<file path="src/rtl/pipe_hazard_ctrl.sv">
// Hazard sequencer for the 5-stage pipeline: stage enables/bubbles, EX forwarding selects,
// data-memory wait handling with timeout fault, and a saturating stall counter.
module pipe_hazard_ctrl #(
    parameter int MEM_TIMEOUT = 64,
    parameter int CNT_W       = 16
) (
    input  logic             clk,
    input  logic             rst,
    input  logic [4:0]       id_rs_num,
    input  logic [4:0]       id_rt_num,
    input  logic             id_uses_rt,
    input  logic [4:0]       ex_rs_num,
    input  logic [4:0]       ex_rt_num,
    input  logic [4:0]       ex_rd_num,
    input  logic             ex_reg_write,
    input  logic             ex_mem_to_reg,
    input  logic             ex_branch,
    input  logic             ex_zero,
    input  logic [4:0]       mem_rd_num,
    input  logic             mem_reg_write,
    input  logic             mem_req,
    input  logic             mem_ready,
    input  logic [4:0]       wb_rd_num,
    input  logic             wb_reg_write,
    output logic             pc_en,
    output logic             branch_taken,
    output logic             ifid_en,
    output logic             idex_en,
    output logic             exmem_en,
    output logic             memwb_en,
    output logic             ifid_flush,
    output logic             idex_flush,
    output logic             memwb_flush,
    output logic [1:0]       fwd_a,
    output logic [1:0]       fwd_b,
    output logic             dmem_req,
    output logic [CNT_W-1:0] stall_count,
    output logic             fault
);

    localparam int TMO_W = (MEM_TIMEOUT > 1) ? $clog2(MEM_TIMEOUT) : 1;
    localparam logic [TMO_W-1:0] TMO_LAST = TMO_W'(MEM_TIMEOUT - 1);

    typedef enum logic [1:0] {
        S_RUN,
        S_MEM_WAIT,
        S_FAULT
    } state_t;

    state_t           r_state;
    logic [TMO_W-1:0] r_tmo;
    logic [CNT_W-1:0] r_stall_cnt;
    logic             r_fault;

    logic             w_load_use;
    logic             w_branch;
    logic             w_mem_stall;
    logic [1:0]       w_fwd_a;
    logic [1:0]       w_fwd_b;

    assign w_load_use = ex_mem_to_reg & ex_reg_write & (ex_rd_num != 5'd0) &
                        ((ex_rd_num == id_rs_num) | (id_uses_rt & (ex_rd_num == id_rt_num)));
    assign w_branch   = ex_branch & ex_zero;

    // The entry cycle out of RUN already stalls, so it is covered here as well as MEM_WAIT.
    assign w_mem_stall = ((r_state == S_RUN) & mem_req & ~mem_ready) |
                         ((r_state == S_MEM_WAIT) & ~mem_ready);

    assign w_fwd_a = (mem_reg_write & (mem_rd_num != 5'd0) & (mem_rd_num == ex_rs_num)) ? 2'b10 :
                     (wb_reg_write  & (wb_rd_num  != 5'd0) & (wb_rd_num  == ex_rs_num)) ? 2'b01 :
                                                                                          2'b00;
    assign w_fwd_b = (mem_reg_write & (mem_rd_num != 5'd0) & (mem_rd_num == ex_rt_num)) ? 2'b10 :
                     (wb_reg_write  & (wb_rd_num  != 5'd0) & (wb_rd_num  == ex_rt_num)) ? 2'b01 :
                                                                                          2'b00;

    always_comb begin
        pc_en        = 1'b0;
        branch_taken = 1'b0;
        ifid_en      = 1'b0;
        idex_en      = 1'b0;
        exmem_en     = 1'b0;
        memwb_en     = 1'b0;
        ifid_flush   = 1'b0;
        idex_flush   = 1'b0;
        memwb_flush  = 1'b0;
        fwd_a        = 2'b00;
        fwd_b        = 2'b00;
        dmem_req     = 1'b0;
        if (rst) begin
            ifid_flush  = 1'b1;
            idex_flush  = 1'b1;
            memwb_flush = 1'b1;
        end else begin
            fwd_a = w_fwd_a;
            fwd_b = w_fwd_b;
            case (r_state)
                S_RUN, S_MEM_WAIT: begin
                    dmem_req = mem_req;
                    if (w_mem_stall) begin
                        memwb_en    = 1'b1;
                        memwb_flush = 1'b1;
                    end else begin
                        pc_en    = 1'b1;
                        ifid_en  = 1'b1;
                        idex_en  = 1'b1;
                        exmem_en = 1'b1;
                        memwb_en = 1'b1;
                        // A taken branch squashes the ID instruction, so a load-use stall on it is moot.
                        if (w_branch) begin
                            branch_taken = 1'b1;
                            ifid_flush   = 1'b1;
                            idex_flush   = 1'b1;
                        end else if (w_load_use) begin
                            pc_en      = 1'b0;
                            ifid_en    = 1'b0;
                            idex_flush = 1'b1;
                        end
                    end
                end
                default: begin
                end
            endcase
        end
    end

    always_ff @(posedge clk) begin
        if (rst) begin
            r_state     <= S_RUN;
            r_tmo       <= '0;
            r_stall_cnt <= '0;
            r_fault     <= 1'b0;
        end else begin
            if ((r_state != S_FAULT) && !pc_en && (r_stall_cnt != '1)) begin
                r_stall_cnt <= r_stall_cnt + CNT_W'(1);
            end
            case (r_state)
                S_RUN: begin
                    if (mem_req && !mem_ready) begin
                        r_state <= S_MEM_WAIT;
                        r_tmo   <= '0;
                    end
                end
                S_MEM_WAIT: begin
                    if (mem_ready) begin
                        r_state <= S_RUN;
                    end else if (r_tmo == TMO_LAST) begin
                        r_state <= S_FAULT;
                        r_fault <= 1'b1;
                    end else begin
                        r_tmo <= r_tmo + TMO_W'(1);
                    end
                end
                default: begin
                end
            endcase
        end
    end

    assign stall_count = r_stall_cnt;
    assign fault       = r_fault;

endmodule

</file>
<file path="config.mk">
export PLATFORM = sky130hd
export DESIGN_NAME = pipe_hazard_ctrl
export DESIGN_NICKNAME = d
export VERILOG_FILES = /design/src/rtl/pipe_hazard_ctrl.sv
export SDC_FILE = /design/constraint.sdc
export NUM_CORES = 1
export LEC_CHECK = 0
export ABC_AREA = 1
export BUFFER_PORTS_ARGS = -buffer_cell sky130_fd_sc_hd__buf_2
export CAP_MARGIN = 20
export CORE_MARGIN = 1
export CORE_UTILIZATION = 48
export CTS_CLUSTER_DIAMETER = 40
export CTS_CLUSTER_SIZE = 20
export DETAILED_ROUTE_END_ITERATION = 7
export PLACE_DENSITY = 0.85
export REMOVE_ABC_BUFFERS = 1
export SETUP_SLACK_MARGIN = 0.3
export SYNTH_ARGS = -nofsm -noshare
export SYNTH_HDL_FRONTEND = slang
export SYNTH_SLANG_ARGS = --single-unit
</file>
<file path="constraint.sdc">
create_clock -name clk -period 2.51 [get_ports clk]
set_clock_uncertainty 0.2 [all_clocks]
set_input_delay 0.502 -clock clk [delete_from_list [all_inputs] [get_ports clk]]
set_output_delay 0.502 -clock clk [all_outputs]
set_load 0.01 [all_outputs]
</file>
### Word-level counts from Yosys, hierarchy flattened

Index checks and enable logic that the tools add are counted.

| storage, ports and cells | value |
|---|---|
| flip-flop bits (word level) | 25 |
| bits of input ports | 46 |
| output and inout port bits | 31 |
| word-level logic and storage cells | 90 |

| operators by class | value |
|---|---|
| $add $sub $neg | 2 |
| equal/unequal tests | 14 |
| muxes and demuxes | 39 |
| bitwise logic cells | 17 |
| reductions and logical operators | 14 |

Operators by type and width:

| cell | number |
|---|---|
| $eq 5x5->1 | 6 |
| $mux 1 | 27 |
| $mux 6 | 3 |
| $add 16x1->16 const B | 1 |
| $ne 16x16->1 const B | 1 |
| $reduce_bool 5->1 | 3 |
| $and 1x1->1 | 14 |
| $mux 2 | 7 |
| $pmux 6 s2 | 1 |
| $add 6x1->6 const B | 1 |
| $eq 6x6->1 const B | 1 |
| $ne 2x2->1 const B | 3 |
| $reduce_and 3->1 | 2 |
| $pmux 2 s2 | 1 |
| $reduce_and 4->1 | 1 |
| $logic_and 1x1->1 | 3 |
| $ne 3x2->1 const B | 1 |
| $eq 2x1->1 const B | 1 |
| $logic_not 1->1 | 2 |
| $logic_not 2->1 | 1 |
| $ne 2x1->1 const B | 1 |
| $or 1x1->1 | 2 |
| $reduce_bool 2->1 | 1 |
| $reduce_or 2->1 | 1 |
| $not 1->1 | 1 |

### Logic depth before layout (Yosys ltp)

| logic depth | value |
|---|---|
| depth after elaboration | 12 |
| gate-level depth with buffers | 12 |
| mapped depth without buffers | 12 |

### Least setup slack after synthesis

Ideal clock, no wire load.

| timing path | value |
|---|---|
| kind | input port to output port |
| start point | in mem_ready |
| end point | out pc_en |
| data arrival time | 1.530 ns |
| data required time | 1.808 ns |
| setup slack | 0.278 ns |
| cell stages on the path | 8 |
| path buffers | 2 |
| cell sequence | inv_1 > nand4_4 > nand2_2 > nor3_4 > nand2_4 > buf_2 > inv_1 > buf_4 |

| on the way | value |
|---|---|
| cells in the longest elaborated chain, start to end | 6 |
| elaborated cells between the ends (all ways) | 7 |
| those cells by class | mux: 3; bitwise: 4 |

Ends and longest elaborated chain:

| element | line | text |
|---|---|---|
| from (decl) | 22 | `input logic mem_ready,` |
| $not 1->1 (no line) (*) | - |  |
| $and 1x1->1 (on tied branches) | 66, 67 |  |
| $or 1x1->1 (*) | 66 | `assign w_mem_stall = ((r_state == S_RUN) & mem_req & ~mem_ready) \|` |
| $mux 1 (*) (3 in series) | - |  |
| to (decl) | 25 | `output logic pc_en,` |

Mark *: on every way between the ends. The rest lies on a longest branch, timed or not.

### Worst setup path after layout

| timing path | value |
|---|---|
| start point | in wb_rd_num[3] |
| end point | out fwd_a[0] |

| on the way | value |
|---|---|
| cells in the longest elaborated chain, start to end | 6 |
| elaborated cells between the ends (all ways) | 7 |
| those cells by class | eq/ne: 1; mux: 3; bitwise: 2; reduce/logical: 1 |

Ends and longest elaborated chain:

| element | line | text |
|---|---|---|
| from (decl) | 23 | `input logic [4:0] wb_rd_num,` |
| $reduce_bool 5->1 | 70 | `(wb_reg_write & (wb_rd_num != 5'd0) & (wb_rd_num == ex_rs_num)) ? 2'b01 :` |
| $and 1x1->1 | 70 |  |
| $and 1x1->1 (*) | 70 |  |
| $mux 1 (*) | 70 |  |
| $mux 2 (*) | 69 | `assign w_fwd_a = (mem_reg_write & (mem_rd_num != 5'd0) & (mem_rd_num == ex_rs_num)) ? 2'b10 :` |
| $mux 2 (*) | 89 | `if (rst) begin` |
| to (decl) | 34 | `output logic [1:0] fwd_a,` |

Marks and branches as above.

==> flow_summary_export.csv <==
group,metric,value,unit
detailed_routing,routed_via_density,5.411,
cells_and_area,final_common_cell,"buf_2",
worst_setup_path,worstSetupStartpointType,"input port",
floorplan,die_area,4376,um^2
global_route,grt_antenna_before_repair,0,
yosys,syn_area_per_cell,6.435,um^2
place,hpwlAfterDp,3.959,mm
cts,tritoncts,"built",
floorplan,die_w,66.16,um
detailed_routing,wl_per_cell,12.48,um
detailed_routing,num_vias,2381,
global_route,first_global_vias,2213,
power,power.density,334.5,nW/um^2
place,gp_congestion,0.8570,
cells_and_area,final_area,2678,um^2
yosys,synth_warnings,0,
place,numPortBuffers,76,
cts,htree_levels,1,
floorplan,num_io_pins,77,
detailed_routing,ant_nets,0,
cts,cts_buffers,3,
sta,tns,0,ps
worst_setup_path,cp.required,1810,ps
detailed_routing,drtPass1Iterations,4,
cells_and_area,synthToLayoutAreaGrowth,35.53,%
floorplan,start_util,52.01,%
floorplan,core_area,3799,um^2
cells_and_area,drive_above_1_share,33.42,%
floorplan,rows,22,
sta,slew_headroom,73.07,%
worst_setup_path,path_max_fanout,4,
cells_and_area,num_antenna_cells,0,
yosys,syn_area,1976,um^2
sta,rsz0062_at_grt,"true",
run_status,outcome,"finished clean",
cts,cts_sinks,25,
cts,hold_buffers,0,
sta,hold_violations,0,
cts,root_buffer,"clkbuf_8",
detailed_routing,drt_wl_total,5.492,mm
detailed_routing,drt-initial-drc-count,204,
cts,cts.clk_slew.worst_paths,80,ps
global_route,grt.overflow.total,0,
cells_and_area,layout_common_cells,"buf_2, nand2_1, nor2_1",
cts,cts_buffer_depth,2,
cells_and_area,fill_cells,305,
worst_setup_path,arrival,1640,ps
place,placed_area,2404,um^2
global_route,grt_first_pass_wirelength,9.121,mm
sta,setup_viol,0,
power,vdd.ir_drop.worst,319.7,uV
job,cap_violations,0,
sta,post-route-min-period,2344,ps
cells_and_area,nNetsFinal,441,
yosys,ys_seq_area_share,25.33,%
detailed_routing,drc,0,
worst_setup_path,worst_setup_path_end_kind,"primary output",
global_route,grt.total_usage,26.49,%
global_route,grt_max_degree,17,
min_path,min_path_type,"reg2reg",
yosys,synthCells,307,
yosys,ys_ff_latch,25,
sta,fin_crit_sh,93.40,%
sta,worst_pin_slew,400.8,ps
sta,max_freq,426.6,MHz
power,leakage,1.298,nW
floorplan,fp.dieH,66.16,um
worst_setup_path,worstSetupPathType,"in2out",
yosys,netlist-cell-type-count,38,
cts,insertion_delay,270,ps
sta,maxSlewViolCount,0,
## synthesized netlist by cell type, drive strengths merged
master,number,area share [%]
nand3,20,5.7
dfxtp,25,25
a211oi,1,0.38
a2111oi,2,0.89
nand3b,1,0.38
xnor2,10,4.4
clkbuf,4,0.76
xor2,17,7.5
o21ai,4,1.0
o21bai,1,0.38
nand4,23,8.4
a21oi,23,5.8
nor2,39,7.8
a31o,1,0.44
nor4,2,0.63
nor3b,1,0.38
buf,5,1.8
nand2,69,14
o41ai,2,0.89
o22ai,2,0.63
ha,2,1.3
clkinv,1,0.19
nor3,5,1.8
a31oi,1,0.32
or2,3,0.95
inv,43,8.2
## layout make-up
class / count / area (um^2) / area share (%)
inverters: 44 / 170.2 / 6.355
flip-flops and latches: 25 / 505.5 / 18.88
clock inverters: 1 / 5.005 / 0.1869
well taps: 48 / 60.06 / 2.243
multi-input cells: 229 / 1371 / 51.22
repair buffers: 90 / 524.3 / 19.58
clock buffers: 3 / 41.29 / 1.542
## worst max-delay path, cell delays in order
cell and delay [ps]:
buf_2 120, inv_2 80, nor2_1 60, a2111oi_1 380
nand4_1 170, nor2_1 180, buf_2 150
## layer usage
layer  wire length (um)  up-vias  global-route usage, %
met2               2828      103                  48.09
met1               2212     1087                  28.99
met5                  0        -                      0
met4                 77        0                  12.77
met3                373        8                  5.345
li1                   -     1183                      -
## state kept, by name, summed over array words and instances, names as in the netlist
signal and flops:
fault 1, r_tmo 6, r_state 2, stall_count 16
## repair_timing
action	CTS	global route
resized for setup	17	22
endpoints found under the setup margin	9	7
pin swaps	8	15
setup buffers	6	3
hold endpoints to repair	0	0
## per-stage QoR
| stage | worst slack (ps) | power, mW | hold slack (ps) | instances | utilization (%) |
|---|---|---|---|---|---|
| final | 165.7 | 0.8958 | 267.9 | 440 | 70.49 |
| after global routing | 163.1 | 0.9452 | 299.0 | 440 | 70.49 |
| after CTS | 206.2 | 0.8773 | 264.2 | 437 | 67.85 |
| after detailed placement | 68.72 | 0.6193 | 248.3 | 427 | 63.27 |
| after global placement | 149.1 | 0.6129 | 237.3 | 427 | 63.27 |
| after floorplan | 381.9 | 0.5228 | 265.5 | 298 | - |
## power breakdown
group	total (mW)	switching [mW]	internal (mW)
combinational	0.246	0.138	0.108
sequential	0.408	0.00631	0.401
clock	0.242	0.131	0.111
## final timing paths
path / endpoint / start / slack, ps / cells after the start
max: fwd_a[0] / wb_rd_num[3] / 170 / 7
min: fault / fault / 270 / 2
max reg2reg: stall_count[3] / stall_count[1] / 570 / 7
min reg2reg: fault / fault / 270 / 2
## cell families after synthesis
logic type,count (synthesis),share of synthesized area (%)
and+or+nand+nor,163,39.77
buffers and inverters,53,10.89
AOI/OAI and AO/OA,37,10.77
xor gates and xnor gates,27,11.97
DFF,25,25.33
adders and majority gates,2,1.266
No activity file was read; power rests on OpenSTA's default activity.
